File: src/rtl/alu_dispatch.sv
// Two-stage RV32I OP/OP-IMM front end: decode + operand read, then execute/writeback
// through an external combinational ALU. Illegal encodings park the block in HALT.
module alu_dispatch #(
  parameter int RETIRE_W = 32
) (
  input  logic                i_clk,
  input  logic                i_rst_n,
  input  logic                i_instr_valid,
  output logic                o_instr_ready,
  input  logic [31:0]         i_instr,
  output logic [31:0]         o_alu_a,
  output logic [31:0]         o_alu_b,
  output logic [2:0]          o_alu_funct3,
  output logic [6:0]          o_alu_funct7,
  input  logic [31:0]         i_alu_result,
  output logic                o_ex_valid,
  output logic                o_illegal,
  input  logic                i_illegal_clear,
  output logic [RETIRE_W-1:0] o_retired,
  input  logic [4:0]          i_dbg_addr,
  output logic [31:0]         o_dbg_data
);

  typedef enum logic {RUN = 1'b0, HALT = 1'b1} state_t;

  localparam logic [6:0] OPC_OP     = 7'b0110011;
  localparam logic [6:0] OPC_OP_IMM = 7'b0010011;

  state_t r_state;
  state_t w_stateNext;

  logic [31:0]         r_rf [0:31];
  logic                r_exValid;
  logic [4:0]          r_exRd;
  logic [31:0]         r_aluA;
  logic [31:0]         r_aluB;
  logic [2:0]          r_aluF3;
  logic [6:0]          r_aluF7;
  logic [RETIRE_W-1:0] r_retired;

  logic [6:0]  w_opcode;
  logic [4:0]  w_rd;
  logic [2:0]  w_funct3;
  logic [4:0]  w_rs1;
  logic [4:0]  w_rs2;
  logic [6:0]  w_top7;
  logic [31:0] w_imm;
  logic        w_isOp;
  logic        w_isOpImm;
  logic        w_opLegal;
  logic        w_immLegal;
  logic        w_legal;
  logic        w_accept;
  logic [31:0] w_rs1Val;
  logic [31:0] w_rs2Val;
  logic [31:0] w_bNext;
  logic [6:0]  w_f7Next;

  assign w_opcode  = i_instr[6:0];
  assign w_rd      = i_instr[11:7];
  assign w_funct3  = i_instr[14:12];
  assign w_rs1     = i_instr[19:15];
  assign w_rs2     = i_instr[24:20];
  assign w_top7    = i_instr[31:25];
  assign w_imm     = {{20{i_instr[31]}}, i_instr[31:20]};
  assign w_isOp    = (w_opcode == OPC_OP);
  assign w_isOpImm = (w_opcode == OPC_OP_IMM);

  assign w_opLegal = w_isOp && ((w_top7 == 7'h00) ||
                     ((w_top7 == 7'h20) && ((w_funct3 == 3'b000) || (w_funct3 == 3'b101))));

  always_comb begin
    w_immLegal = w_isOpImm;
    if (w_funct3 == 3'b001)
      w_immLegal = w_isOpImm && (w_top7 == 7'h00);
    else if (w_funct3 == 3'b101)
      w_immLegal = w_isOpImm && ((w_top7 == 7'h00) || (w_top7 == 7'h20));
  end

  assign w_legal  = w_opLegal || w_immLegal;
  assign w_accept = i_instr_valid && (r_state == RUN);

  // The instruction in execute has not reached the file yet, so its result bypasses it.
  always_comb begin
    w_rs1Val = r_rf[w_rs1];
    if (w_rs1 == 5'd0)
      w_rs1Val = 32'd0;
    else if (r_exValid && (r_exRd == w_rs1))
      w_rs1Val = i_alu_result;
    w_rs2Val = r_rf[w_rs2];
    if (w_rs2 == 5'd0)
      w_rs2Val = 32'd0;
    else if (r_exValid && (r_exRd == w_rs2))
      w_rs2Val = i_alu_result;
  end

  // Only shifts-right look at funct7 for OP-IMM; everything else must add/compare plainly.
  assign w_bNext  = w_isOp ? w_rs2Val : w_imm;
  assign w_f7Next = (w_isOp || (w_funct3 == 3'b101)) ? w_top7 : 7'h00;

  always_ff @(posedge i_clk or negedge i_rst_n) begin
    if (!i_rst_n)
      r_state <= RUN;
    else
      r_state <= w_stateNext;
  end

  always_comb begin
    w_stateNext = r_state;
    case (r_state)
      RUN:  if (w_accept && !w_legal) w_stateNext = HALT;
      HALT: if (i_illegal_clear) w_stateNext = RUN;
      default: w_stateNext = RUN;
    endcase
  end

  always_ff @(posedge i_clk or negedge i_rst_n) begin
    if (!i_rst_n) begin
      r_exValid <= 1'b0;
      r_exRd    <= 5'd0;
      r_aluA    <= 32'd0;
      r_aluB    <= 32'd0;
      r_aluF3   <= 3'd0;
      r_aluF7   <= 7'd0;
    end else if (w_accept && w_legal) begin
      r_exValid <= 1'b1;
      r_exRd    <= w_rd;
      r_aluA    <= w_rs1Val;
      r_aluB    <= w_bNext;
      r_aluF3   <= w_funct3;
      r_aluF7   <= w_f7Next;
    end else begin
      r_exValid <= 1'b0;
      r_exRd    <= 5'd0;
      r_aluA    <= 32'd0;
      r_aluB    <= 32'd0;
      r_aluF3   <= 3'd0;
      r_aluF7   <= 7'd0;
    end
  end

  always_ff @(posedge i_clk or negedge i_rst_n) begin
    if (!i_rst_n) begin
      for (int i = 0; i < 32; i++)
        r_rf[i] <= 32'd0;
      r_retired <= '0;
    end else if (r_exValid) begin
      if (r_exRd != 5'd0)
        r_rf[r_exRd] <= i_alu_result;
      r_retired <= r_retired + 1'b1;
    end
  end

  assign o_instr_ready = (r_state == RUN);
  assign o_illegal     = (r_state == HALT);
  assign o_ex_valid    = r_exValid;
  assign o_alu_a       = r_aluA;
  assign o_alu_b       = r_aluB;
  assign o_alu_funct3  = r_aluF3;
  assign o_alu_funct7  = r_aluF7;
  assign o_retired     = r_retired;
  assign o_dbg_data    = (i_dbg_addr == 5'd0) ? 32'd0 : r_rf[i_dbg_addr];

endmodule

File: config.mk
export PLATFORM = sky130hd
export DESIGN_NAME = alu_dispatch
export DESIGN_NICKNAME = d
export VERILOG_FILES = /design/src/rtl/alu_dispatch.sv
export SDC_FILE = /design/constraint.sdc
export NUM_CORES = 2
export LEC_CHECK = 0
export CORE_UTILIZATION = 40
export CTS_CLUSTER_SIZE = 28
export DETAILED_ROUTE_END_ITERATION = 16
export GPL_TIMING_DRIVEN = 0
export SLEW_MARGIN = 20
export SYNTH_ARGS = -nofsm -noshare
export SYNTH_HDL_FRONTEND = slang
export SYNTH_SLANG_ARGS = --single-unit
File: constraint.sdc
create_clock -name i_clk -period 5.02 [get_ports i_clk]
set_clock_uncertainty 0.05 [all_clocks]
set_input_delay 1.004 -clock i_clk [delete_from_list [all_inputs] [get_ports i_clk]]
set_output_delay 1.004 -clock i_clk [all_outputs]
set_load 0.02 [all_outputs]
==> metrics list <==
- At the end of routability-driven placement, the weighted congestion stood at 1.019.
* Max incr delay on CP: approximately 0.56 ns
- Cell chain of the critical path: clkbuf_2 -> clkbuf_4 -> clkbuf_2 -> mux4_2 -> mux4_2 -> mux2i_1 -> nor2_1 -> clkdlybuf4s50_1
* Final core utilization: 46.61%
- Data on the critical path arrives at its endpoint at about 4.1 ns.
- In this run the clock root is driven by a clkbuf_16.
- After layout, the worst setup slack is -0.1699 ns.
- Clock tree from TritonCTS: yes
- Number of enable flip-flop cells after synthesis: 0
- DRC violation count after routing: 0
* Number of max-cap violations: 0
* GRT Total Usage: about a third
* Fmax: 192.7 MHz
- The mapped netlist covers between 60000 and 70000 um2.
- For this run, the number of Yosys warnings is 0.
- The final reports fail on negative setup slack.
- Largest net degree at the start of global routing: around 140
- The later pin in the worst-skew pair is clocked with a latency of ~0.80 ns.
- Initial core utilization: about two fifths
- The critical path in this run is classified as input port to output pin.
- The number of setup buffers added after CTS is 0.
- Min-Delay Path Class: input port to asynchronous set/reset pin
- The worst path in the final design needs a cycle of roughly 5.2 ns, including I/O delays and setup.
* Clock slew at reported path FFs: 0.06 ns
- The routed design has 293300 um of wire.
- Number of nets at the end of the flow: just under 5000
- Synth top area share: 42.86%
- roughly 210 I/O pins were placed.
* Final number of max-transition violations: 0
- Length of the first detailed-routing pass in iterations: 5
- The die is between 400 and 500 um wide.
- The detail route stage leaves a number of antenna-violating nets equal to 0.
- The die covers approximately 170000 um2.
* Drt initial violations: around 7500
* Peak supply drop: roughly 0.00036 V
- Hold repair after CTS inserted 0 buffers.
- The share of the Yosys chip area taken by registers is 42.86%.
* Top FF cell, synth: dfrtp_1
* Vias in the first global route: 48020
* Overall via count from detail_route: 49240
* Number of buffer cells added on primary ports: 205
- Cell variety after synth: ~60
* Startpoint class of the critical path: input port
* Final HPWL from detailed placement: around 210000 um
- Pwr dens: around 300 nW/um2
- Setup crit end kind: output pin
- In the final routed layout, each cell accounts on average for between 40 and 50 um.
* Antenna violations before repair: 10
- Yosys top cell by area: dfrtp_1
* Critical-path maximum fanout: 10
* Critical path's slowest cell: clkdlybuf4s50_1
- Global-route wire length before repair: roughly 400000 um
- Main area contributors after synthesis: dfrtp_1 43%, mux4_2 30%, mux2_2 15%
* Avg Inst Size Synth: between 15 and 20 um2
* Die height: 409.4 um
* Outcome: finished, violations left
- For this design the static power due to leakage is roughly 32 nW.
- Of the available clock period, the critical path in the final layout requires 103.4%.
* Via density per instance: about 7.0
* Final hold slack: between 0.07 and 0.08 ns
- Setup repair after global routing missed its margin: true
- Fill cells in the final layout number roughly 15000.
* Total grt overflow: 0
* Actual transition at the worst max-transition pin: ~1.4 ns
- Sum of negative setup slack: -0.5641 ns
* Layout cells sized above 1: roughly 46%
* Number of buffers on the longest clock path: 3
* Worst slew slack as a fraction of its limit: roughly 5.3%
- Power comes to 22.92 mW.
* Proportion of register bits with asynchronous set or reset after synthesis: between 90% and 100%
- Number of clock sinks seen by CTS: approximately 1100
* Floorplan row count: 149
* Required time at the worst-slack endpoint: 3.97 ns
- The H-tree generated during clock tree synthesis spans 4 levels.
- Cell count after synthesis: around 4400
* Placeable Area: between 150000 and 200000 um2
- Worst reg-to-reg setup slack: between 0.2 and 0.25 ns
* Final setup viols: 17
- Counting the buffers created by CTS gives about 140.
- FF/Latch Area: approximately 28000 um2
* Area occupied by multi-input gates: between 30000 and 40000 um2
- Area growth from synthesis to layout: 15.70%
- The synthesized design contains between 1000 and 1500 register bits.
- The hold violation count in the final report was 0.
where the power goes:
part / internal, mW / total [mW] / switching [mW]
Combinational: 1.11 / 2.89 / 1.77
Sequential: 9.32 / 9.47 / 0.150
Clock: 6.21 / 10.6 / 4.35
layer usage:
metal,track usage (%),wire length (um),vias to the layer above
met2,49.74,125600,3821
met3,14.05,39270,964
met5,0,122,-
met4,22.61,23020,18
met1,43.83,105200,26330
li1,-,-,18110
critical path: cells and delay by family:
family	cells	cell delay, ns
buf+inv	4	1.72
mux	3	1.29
simple gates	1	0.09
flip-flops by register name (all words and copies together) (netlist names):
| signal | count |
|---|---|
| r_rf | 1024 |
| o_alu_a | 32 |
| o_alu_b | 32 |
| o_retired | 32 |
| o_alu_funct7 | 7 |
| r_exRd | 5 |
| o_alu_funct3 | 3 |
| o_ex_valid | 1 |
| o_illegal | 1 |
kinds of logic after synthesis:
logic type / after synthesis / synth area share (%)
mux: 1919 / 47.02
flops: 1137 / 42.86
buf+inv: 515 / 3.394
simple gates: 454 / 3.116
compound gates: 329 / 3.046
xor+xnor: 41 / 0.5409
fa+ha+maj: 1 / 0.01884
other cells: 1 / 0.005649
synth_stat cells (all sizes together) (34+ instances only):
cell type	count
mux2	875
nand3	34
a21oi	44
dfrtp	1137
mux2i	172
o22ai	40
clkbuf	355
nor2	126
nor3	45
a22oi	41
buf	146
mux4	872
o21ai	137
nand2	175
metrics by stage:
stage | cells | setup WS, ns | cell area [um2]
floorplan | 4402 | 1.004 | 66400
finish | 7069 | -0.1699 | 76810
CTS | 7064 | 0.008836 | 76760
global placement | 6796 | -50.87 | 71190
global route | 7064 | -0.04658 | 76800
detailed placement | 6815 | -1.227 | 71830
cell usage in the layout (no fill, tap or decap), drive strengths merged, types with 8 or more instances in the layout:
| master | n |
|---|---|
| o221ai | 9 |
| o22ai | 40 |
| a221oi | 16 |
| a21oi | 44 |
| and3 | 15 |
| a22oi | 41 |
| nand4 | 12 |
| clkdlybuf4s50 | 204 |
| o21ai | 137 |
| mux2 | 875 |
| nand2 | 175 |
| nor3 | 45 |
| dfrtp | 1137 |
| o32ai | 8 |
| and2 | 11 |
| nand3 | 34 |
| a31oi | 11 |
| mux2i | 172 |
| buf | 168 |
| mux4 | 872 |
| o211ai | 9 |
| xor2 | 11 |
| nor2b | 9 |
| inv | 17 |
| bufinv | 8 |
| xnor2 | 30 |
| nor2 | 126 |
| clkbuf | 559 |
| clkinv | 31 |
layout make-up:
| type | count | share of cell area [%] |
|---|---|---|
| Timing Repair Buffer | 224 | 3.328 |
| Clock inverter | 43 | 0.6027 |
| Multi-Input combinational cell | 2750 | 46.51 |
| Tap cell | 2189 | 3.566 |
| Buffer | 501 | 3.382 |
| Sequential cell | 1137 | 37.04 |
| Inverter | 14 | 0.07493 |
| Clock buffer | 206 | 5.483 |
| Antenna cell | 5 | 0.01629 |
final timing paths:
kind | startpoint | cells past startpoint | endpoint
worst max-delay path | i_dbg_addr[1] | 8 | o_dbg_data[1]
worst min-delay path | i_rst_n | 1 | r_rf[98]
worst max register to register | r_exRd[2] | 8 | o_alu_a[0]
worst min register to register | o_retired[31] | 1 | o_retired[31]
max in group asynchronous | i_rst_n | 5 | r_rf[20]
min in group i_clk | o_retired[31] | 1 | o_retired[31]
what timing repair did:
| item | in CTS | in global routing |
|---|---|---|
| endpoints found under the setup margin | 32 | 16 |
| pin swaps | 0 | 0 |
| resized for setup | 114 | 18 |
Note: power is estimated with default switching activity, not from simulation.
